==> src/rtl/param_adder_seq.sv <==
// Frame accumulator: sums NUM_INPUTS signed samples per frame and holds the sum until consumed.
// Define PARAM_ADDER_SEQ_SAT_EN to saturate the output and expose sat_flag instead of wrapping.
module param_adder_seq #(
    parameter int DATA_WIDTH = 32,
    parameter int NUM_INPUTS = 9
) (
    input  logic                         clk,
    input  logic                         rst_n,
    input  logic                         in_valid,
    output logic                         in_ready,
    input  logic signed [DATA_WIDTH-1:0] in_data,
    input  logic                         abort,
    output logic                         out_valid,
    input  logic                         out_ready,
    output logic signed [DATA_WIDTH:0]   out_data,
    output logic                         busy
`ifdef PARAM_ADDER_SEQ_SAT_EN
    ,
    output logic                         sat_flag
`endif
);

    localparam int ACC_W = DATA_WIDTH + 8;
    localparam int CNT_W = $clog2(NUM_INPUTS + 1);
    localparam logic [CNT_W-1:0] LAST = CNT_W'(NUM_INPUTS);

    typedef enum logic [1:0] {IDLE, ACCUM, HOLD} state_t;

    state_t                    state, state_nxt;
    logic signed [ACC_W-1:0]   acc, acc_nxt, sum, sample_ext;
    logic        [CNT_W-1:0]   count, count_nxt, count_inc;
    logic                      take, load_out;

`ifdef PARAM_ADDER_SEQ_SAT_EN
    logic sat_q;

    // The sum fits DATA_WIDTH+1 bits exactly when all bits above the output sign agree.
    function automatic logic fits(input logic signed [ACC_W-1:0] a);
        return (a[ACC_W-1:DATA_WIDTH] == '0) || (a[ACC_W-1:DATA_WIDTH] == '1);
    endfunction

    function automatic logic signed [DATA_WIDTH:0] narrow(input logic signed [ACC_W-1:0] a);
        if (fits(a))
            return a[DATA_WIDTH:0];
        else if (a[ACC_W-1])
            return {1'b1, {DATA_WIDTH{1'b0}}};
        else
            return {1'b0, {DATA_WIDTH{1'b1}}};
    endfunction
`else
    function automatic logic signed [DATA_WIDTH:0] narrow(input logic signed [ACC_W-1:0] a);
        return a[DATA_WIDTH:0];
    endfunction
`endif

    always_comb begin
        state_nxt  = state;
        acc_nxt    = acc;
        count_nxt  = count;
        load_out   = 1'b0;
        in_ready   = (state != HOLD);
        out_valid  = (state == HOLD);
        busy       = (state == ACCUM);
        take       = in_valid && in_ready;
        count_inc  = count + 1'b1;
        sample_ext = {{8{in_data[DATA_WIDTH-1]}}, in_data};
        // A new frame starts from zero rather than the previous frame's sum.
        sum        = ((state == ACCUM) ? acc : '0) + sample_ext;

        case (state)
            IDLE, ACCUM: begin
                if (take) begin
                    acc_nxt   = sum;
                    count_nxt = count_inc;
                    if (count_inc == LAST) begin
                        state_nxt = HOLD;
                        load_out  = 1'b1;
                    end else begin
                        state_nxt = ACCUM;
                    end
                end
            end
            HOLD: begin
                if (out_ready) begin
                    state_nxt = IDLE;
                    count_nxt = '0;
                end
            end
            default: state_nxt = IDLE;
        endcase

        if (abort) begin
            state_nxt = IDLE;
            acc_nxt   = '0;
            count_nxt = '0;
            load_out  = 1'b0;
        end
    end

    always_ff @(posedge clk) begin
        if (!rst_n) begin
            state    <= IDLE;
            acc      <= '0;
            count    <= '0;
            out_data <= '0;
`ifdef PARAM_ADDER_SEQ_SAT_EN
            sat_q    <= 1'b0;
`endif
        end else begin
            state <= state_nxt;
            acc   <= acc_nxt;
            count <= count_nxt;
            if (load_out) begin
                out_data <= narrow(acc_nxt);
`ifdef PARAM_ADDER_SEQ_SAT_EN
                sat_q    <= !fits(acc_nxt);
`endif
            end
        end
    end

`ifdef PARAM_ADDER_SEQ_SAT_EN
    assign sat_flag = sat_q && out_valid;
`endif

endmodule
==> config.mk <==
export PLATFORM = sky130hd
export DESIGN_NAME = param_adder_seq
export DESIGN_NICKNAME = d
export VERILOG_FILES = /design/src/rtl/param_adder_seq.sv
export SDC_FILE = /design/constraint.sdc
export NUM_CORES = 1
export LEC_CHECK = 0
export CAP_MARGIN = 20
export CORE_ASPECT_RATIO = 1.4
export CORE_UTILIZATION = 50
export CTS_BUF_LIST = sky130_fd_sc_hd__clkbuf_8 sky130_fd_sc_hd__clkbuf_16
export DETAILED_ROUTE_END_ITERATION = 10
export GPL_ROUTABILITY_DRIVEN = 0
export PLACE_DENSITY = 0.72
export SLEW_MARGIN = 20
export SYNTH_ARGS = -nofsm -noshare
export SYNTH_HDL_FRONTEND = slang
export SYNTH_SLANG_ARGS = --single-unit
==> constraint.sdc <==
create_clock -name clk -period 8.6 [get_ports clk]
set_input_delay 1.72 -clock clk [delete_from_list [all_inputs] [get_ports clk]]
set_output_delay 1.72 -clock clk [all_outputs]
set_load 0.005 [all_outputs]
; Word level (Yosys, flattened, before mapping)
; Index checks and enable logic that the tools add are counted.
[word_totals]
elab_cells = 37
regBits = 79
input_bits = 37
[classes]
n_mux = 15
n_addsub = 2
eq_ne = 6
bitwise_logic = 1
reduce_logical = 8
[ops]
columns = operator, count
row1 = 33-bit 2-to-1 mux, 3
row2 = 40-bit adder, 1
row3 = 40-bit 2-to-1 mux, 1
row4 = 4-bit 2-to-1 mux, 2
row5 = 4-bit case mux with 2 select lines, 1
row6 = 2-bit 2-to-1 mux, 3
row7 = 4-bit by 1-bit adder with 4-bit output (second input constant), 1
row8 = 4-bit equality test (second input constant), 1
row9 = 1-bit 2-to-1 mux, 4
row10 = 2-bit != test (second input constant), 2
row11 = 2-bit case mux with 2 select lines, 1
row12 = 2-bit AND reduction, 2
row13 = 2-bit OR reduction, 2
row14 = 3-bit AND reduction, 1
row15 = 2-bit by 1-bit equality test with 1-bit output (second input constant), 1
row16 = 2-bit equality test (second input constant), 1
row17 = 2-bit zero test, 1
row18 = 2-bit by 1-bit != test with 1-bit output (second input constant), 1
row19 = 2-bit nonzero test, 1
row20 = 1-bit logical AND, 1
row21 = 1-bit inverter, 1

; Logic depth before layout (Yosys ltp)
; Gate-level depths: netlist of the first run.
[logic_depth]
ltp_word = 6
depth_mapped = 16
depth_no_buf = 14

; Worst setup path after synthesis of the first run
; OpenSTA, ideal clock, no wires.
[synth_path]
kind = input port to flip-flop
start = in in_data[8]
end = reg acc[32]
t_required_ns = 8.465
stages = 10
path_slack_ns = 4.274
arrival_time_ns = 4.191
n_path_buf = 0
path_cell_list = ha_1 > a21o_1 > a31o_1 > a2111o_1 > o211ai_2 > a31oi_1 > a311o_1 > a221oi_4 > mux2i_1 > a211oi_2
[synth_between]
elab_chain_cells = 4
[synth_lines]
columns = item, line_no
row1 = "start, declared", 11  ; input logic signed [DATA_WIDTH-1:0] in_data,
row2 = 40-bit adder, 68  ; sum = ((state == ACCUM) ? acc : '0) + sample_ext;
row3 = 33-bit 2-to-1 mux, 72  ; if (take) begin
row4 = 33-bit 2-to-1 mux, 70  ; case (state)
row5 = 33-bit 2-to-1 mux, 92  ; if (abort) begin
row6 = "end signal, assigned", 111  ; acc <= acc_nxt;
row7 = "end, declared", 30  ; logic signed [ACC_W-1:0] acc, acc_nxt, sum, sample_ext;
; Every way passes these cells.
; A chain may end at the register's enable or synchronous reset.

; Final worst setup path of the first run
[layout_path]
start = in in_data[4]
end = reg acc[17]
; Same word-level chain as after synthesis.

==> run summary, run 1 <==
Leakage = 2.362 nW
Clock slew at reported path FFs = 50 ps
HPWL after DPL = 8987 um
Fraction of layout cells with a size suffix above 1 = 4.494%
Die height = 114.0 um
Largest cells by area after synthesis = dfxtp_1, ha_1, a21oi_1
CTS sink count = 72
Clock tree buffer depth = 2
Largest net degree at the start of global routing = 36
Pins Over Slew Limit = 0
Synth Area in Adders = 9.944%
Post-Route WL = 12340 um
Antenna-violating nets left = 0
CTS root buf = clkbuf_16
Final core utilization = 64.71%
Total global routing overflow = 0
Drt pass-1 iters = 4
Async set or reset register ratio after synthesis = 0%
Final clock skew = 4.670 ps
Crit path launch type = primary input
Register-to-Register Setup Slack = 4430 ps
Hold Worst Slack = 446.9 ps
Critical path's slowest cell = o41ai_1
Kind of end point of the critical path = register
Final hold violation count = 0
Hold Buf Count CTS = 0
CTS tree = yes
Cts bufs inserted = 9
Fin crit period = 4944 ps
Drt wl/cell = 16.95 um
Nets = 691
Post-cts resize count = 0
Distinct cells, synth = 55
Fill count = 742
Cell accounting for the most synthesized area = dfxtp_1
Crit-path max FO = 5
Top cell types by occurrence after synthesis = dfxtp_1, a21oi_1, nand2_1
Post-Synth XOR/XNOR Area = 4.888%
RSZ-0062 raised after global routing = false
Via count = 4277
Placed cell area = 5281 um2
Largest family of logic cells by synthesized area = compound AO/OA/AOI/OAI gates
Top-count cell post-synth = dfxtp_1
Latest clock arrival within the worst-skew pair = 340 ps
First-pass GRT wire length = 19920 um
Worst hold path type = register to register
Critical Path Source = in_data[4]
Post-Syn Instances = 557
DRC Markers = 0
Reg2reg path depth = 13
Hold Path Depth = 2
Worst endpoint required time = 8860 ps
Layout Area Growth over Synthesis = 25.08%
Flops & latches, synth = 72
Post-CTS Setup Bufs = 0
# rows = 40
H-tree lvl count = 3
YS warnings = 0
Worst relative slew slack = 35.76%
Slowest stage delay, CP = 860 ps
Initial core utilization = 51.73%
Setup TNS Final = 0 ps
Drt first-iter violations = 218
Final setup violation count = 0
Final Power = 843.1 uW
Post-synthesis compound-gate area fraction = 25.89%
Die Wd = 82.00 um
Worst Hold End = acc[29]$_SDFF_PN0_
Power density over the cells = 150.5 nW/um2
Synth Cell Area = 4479 um2
Post-synth EDFFs = 0
Worst reg2reg path startpoint = state[1]$_SDFFE_PP0P_
Synth top area share = 32.18%
Sequential fraction of the synthesis area = 32.18%
Arrival time worst endpoint = 5210 ps
Mux cell area share after synthesis = 1.341%
Vias per inst = 5.875
Total track usage = 28.28%
Core box area = 8658 um2
Post-synth top flop = dfxtp_1
Worst-path cell chain = clkdlybuf4s50_1 > ha_1 > a21o_1 > a31oi_1 > a21o_1 > a311oi_1 > o41ai_1 > o21ai_0 > xnor2_1 > o21ai_0 > and2_1
Design area = 5603 um2
Reg-to-Reg End = acc[17]$_SDFF_PN0_
IO Pins = 73
Maximum VDD drop = 117.1 uV
Syn avg cell area = 8.042 um2
IO Port Bufs = 72
Synth Area in Simple Gates = 22.40%
Ant. Diodes = 0
Vias in the first global route = 4237
Syn Nets = 629
Max Fclk = 202.3 MHz
Status = finished, final reports clean
Hold Startpoint = acc[29]$_SDFF_PN0_
Final period utilization = 57.49%
Slew @ Worst Pin = 951.1 ps
Crit Path Class = primary input to register
Die area = 9347 um2
Max_cap viols = 0
Initial antenna violation count = 0
-- cell type report --
| type | instances | area [um2] | area share, % |
|---|---|---|---|
| well taps | 105 | 131.4 | 2.345 |
| inverters | 14 | 52.55 | 0.9379 |
| multi-input cells | 445 | 2898 | 51.72 |
| flip-flops and latches | 72 | 1441 | 25.73 |
| repair buffers | 77 | 758.2 | 13.53 |
| clock buffers | 11 | 252.7 | 4.511 |
| clock inverters | 4 | 68.82 | 1.228 |
-- layout by cell type (no fill, tap or decap), types with 13 or more instances in the layout --
master	count
ha_1	34
a211oi_1	13
inv_1	14
nand2_1	53
nor2_1	50
and2_1	38
a21o_1	15
o21ai_0	27
nand3_1	13
a21oi_1	60
dfxtp_1	72
xnor2_1	16
clkdlybuf4s50_1	72
-- where the power goes --
| part | switching, mW | internal (mW) | total [mW] |
|---|---|---|---|
| Combinational | 0.0542 | 0.0404 | 0.0946 |
| Sequential | 0.00312 | 0.340 | 0.343 |
| Clock | 0.139 | 0.266 | 0.406 |
| Total | 0.197 | 0.647 | 0.843 |
-- metrics by stage --
step / setup WS [ps] / instances
after floorplan: 4274 / 557
after global placement: 3462 / 713
after detailed placement: 3482 / 713
after CTS: 3810 / 728
after global routing: 3523 / 728
final: 3656 / 728
-- metal layers --
| layer | vias to the layer above | wire length, um | track usage (%) |
|---|---|---|---|
| met4 | 0 | 372 | 13.80 |
| met3 | 29 | 521 | 4.240 |
| met1 | 1996 | 5247 | 31.80 |
| met5 | - | 0 | 0 |
| met2 | 115 | 6197 | 50.41 |
| li1 | 2137 | - | - |
-- logic make-up after synthesis --
kind of cell,after synthesis
buf+inv,40
xor+xnor,25
simple gates,204
fa+ha+maj,35
flops,72
mux,6
compound gates,175
-- worst max-delay path, delay by kind of cell --
family	cells	cell delay [ps]
xor+xnor	1	180
compound gates	7	2280
fa+ha+maj	1	360
buf+inv	1	400
simple gates	1	260
-- sequential cells by signal (all words and copies together), names as in the netlist --
register  count
acc          33
count         4
out_data     33
state         2
-- worst max-delay path by stage --
stage / endpoint / slack (ps)
6_report: acc[17]$_SDFF_PN0_ / 3660
3_5_place_dp: acc[30]$_SDFF_PN0_ / 3480
4_1_cts: acc[17]$_SDFF_PN0_ / 3810
2_1_floorplan: acc[32]$_SDFF_PN0_ / 4270
3_3_place_gp: acc[17]$_SDFF_PN0_ / 3460
5_1_grt: acc[17]$_SDFF_PN0_ / 3520
Power figures use the tool's default switching activity.
==> inputs of run 2 (changes only) <==
==> constraint.sdc (replaced) <==
create_clock -name clk -period 4.8 [get_ports clk]
set_input_delay 0.96 -clock clk [delete_from_list [all_inputs] [get_ports clk]]
set_output_delay 0.96 -clock clk [all_outputs]
set_load 0.005 [all_outputs]
==> run summary, run 2 (synthesis gave the netlist of run 1 again) <==
Antenna-violating nets left = 0
Worst relative slew slack = 38.35%
P_int = 1.257 mW
Dpl cells = 721
Latest clock arrival within the worst-skew pair = 330 ps
Worst hold path type = register to register
Place WS = 429.0 ps
Maximum VDD drop = 214.5 uV
Critical Path Source = in_data[0]
Fin crit period = 4090 ps
Commonest non-fill, non-tap cells in the layout = dfxtp_1, clkdlybuf4s50_1, a21oi_1
Post-Route WL = 12710 um
Kind of end point of the critical path = register
HPWL after DPL = 9136 um
Final period utilization = 85.20%
Crit path launch type = primary input
Total global routing overflow = 0
Reg2reg path depth = 14
Status = finished, final reports clean
Drt wl/cell = 17.24 um
DRC Markers = 0
Leakage = 2.420 nW
RSZ-0062 raised after global routing = false
Drt pass-1 iters = 5
Worst reg2reg path startpoint = state[0]$_SDFFE_PP0P_
Sw Share = 22.16%
Layout Area Growth over Synthesis = 27.49%
Clock slew at reported path FFs = 60 ps
CTS sink count = 72
Crit Path Class = primary input to register
Vias in the first global route = 4322
IO Port Bufs = 72
Total track usage = 28.80%
Crit-path max FO = 4
H-tree lvl count = 3
Fin worst setup slack = 710.4 ps
Via count = 4400
Pins Over Slew Limit = 0
Ant. Diodes = 0
# rows = 40
Post-cts resize count = 0
Power density over the cells = 282.7 nW/um2
Initial core utilization = 51.73%
Die area = 9347 um2
Die height = 114.0 um
Final setup violation count = 0
Cts bufs inserted = 9
Switch Pwr = 357.7 uW
Hold Worst Slack = 450.9 ps
Post-CTS Setup Bufs = 0
Clock tree buffer depth = 2
Die Wd = 82.00 um
Final Power = 1.614 mW
Seq pwr share = 38.0%
Final std cells w/o fill = 737
Hold Startpoint = acc[21]$_SDFF_PN0_
Arrival time worst endpoint = 4360 ps
Largest registers = acc x33, out_data x33, count x4
Max_cap viols = 0
Vias per inst = 5.970
Worst endpoint required time = 5070 ps
Reg-to-Reg End = acc[30]$_SDFF_PN0_
Hold Buf Count CTS = 0
First-pass GRT wire length = 20390 um
CTS tree = yes
Slew @ Worst Pin = 919.7 ps
CTS root buf = clkbuf_16
Fraction of layout cells with a size suffix above 1 = 6.013%
Clock power frac = 51.1%
Initial antenna violation count = 0
Setup TNS Final = 0 ps
Final clock skew = 5.902 ps
Nets = 699
IO Pins = 73
Combinational share of power = 10.8%
Final hold violation count = 0
Core box area = 8658 um2
Largest net degree at the start of global routing = 23
Setup crit end = acc[30]$_SDFF_PN0_
Drt first-iter violations = 223
Register-to-Register Setup Slack = 740 ps
Max Fclk = 244.5 MHz
[run 2: cell count changes in the layout (fill, tap and decap cells not counted)]
cell	previous run	this run
buf_4	5	13
bufinv_16	2	4
clkbuf_8	2	1
clkinv_2	1	2
inv_1	14	13
[run 2: critical path, cell delays in order]
cell	delay (ps)
clkdlybuf4s50_1	470
ha_1	160
inv_1	50
fa_1	370
nor2b_1	220
o211ai_1	200
a21oi_1	400
o211ai_2	160
a31oi_1	350
a311o_1	360
a31oi_1	190
or3_1	400
nand3_1	80
[run 2: metrics by stage]
step / utilization [%] / cell area, um2
final: 65.95 / 5710
after global routing: 65.95 / 5710
after CTS: 65.95 / 5710
after detailed placement: 61.69 / 5341
after global placement: 61.69 / 5341
after floorplan: - / 4479
[run 2: per-layer routing]
metal,share of wire [%],track usage (%)
met5,0,0
met4,3.7,15.56
met3,5.0,5.360
met2,51,50.69
met1,40,31.69
[run 2: how the worst min path moves through the flow]
stage,end,slack (ps),cells past startpoint
after global placement,acc[18]$_SDFF_PN0_,430,2
final,acc[21]$_SDFF_PN0_,450,2
after floorplan,acc[18]$_SDFF_PN0_,420,2
after global routing,out_data[21]$_SDFFE_PN0P_,480,2
after CTS,acc[21]$_SDFF_PN0_,450,2
after detailed placement,acc[18]$_SDFF_PN0_,440,2
[run 2: layout make-up]
cell class                      count  area (um2)
Timing Repair Buffer               85       818.3
Multi-Input combinational cell    445        2898
Clock buffer                       10       239.0
Sequential cell                    72        1441
Tap cell                          105       131.4
Fill cell                         730        2948
Clock inverter                      6       130.1
Inverter                           14       52.55
[run 2: power by group through the flow]
stage          sequential [mW]  clock (mW)  combinational, mW
6_report                 0.614       0.826              0.175
3_3_place_gp             0.626           0              0.168
3_5_place_dp             0.627           0              0.171
2_1_floorplan            0.625           0              0.103
4_1_cts                  0.614       0.836              0.173
5_1_grt                  0.615       0.864              0.190
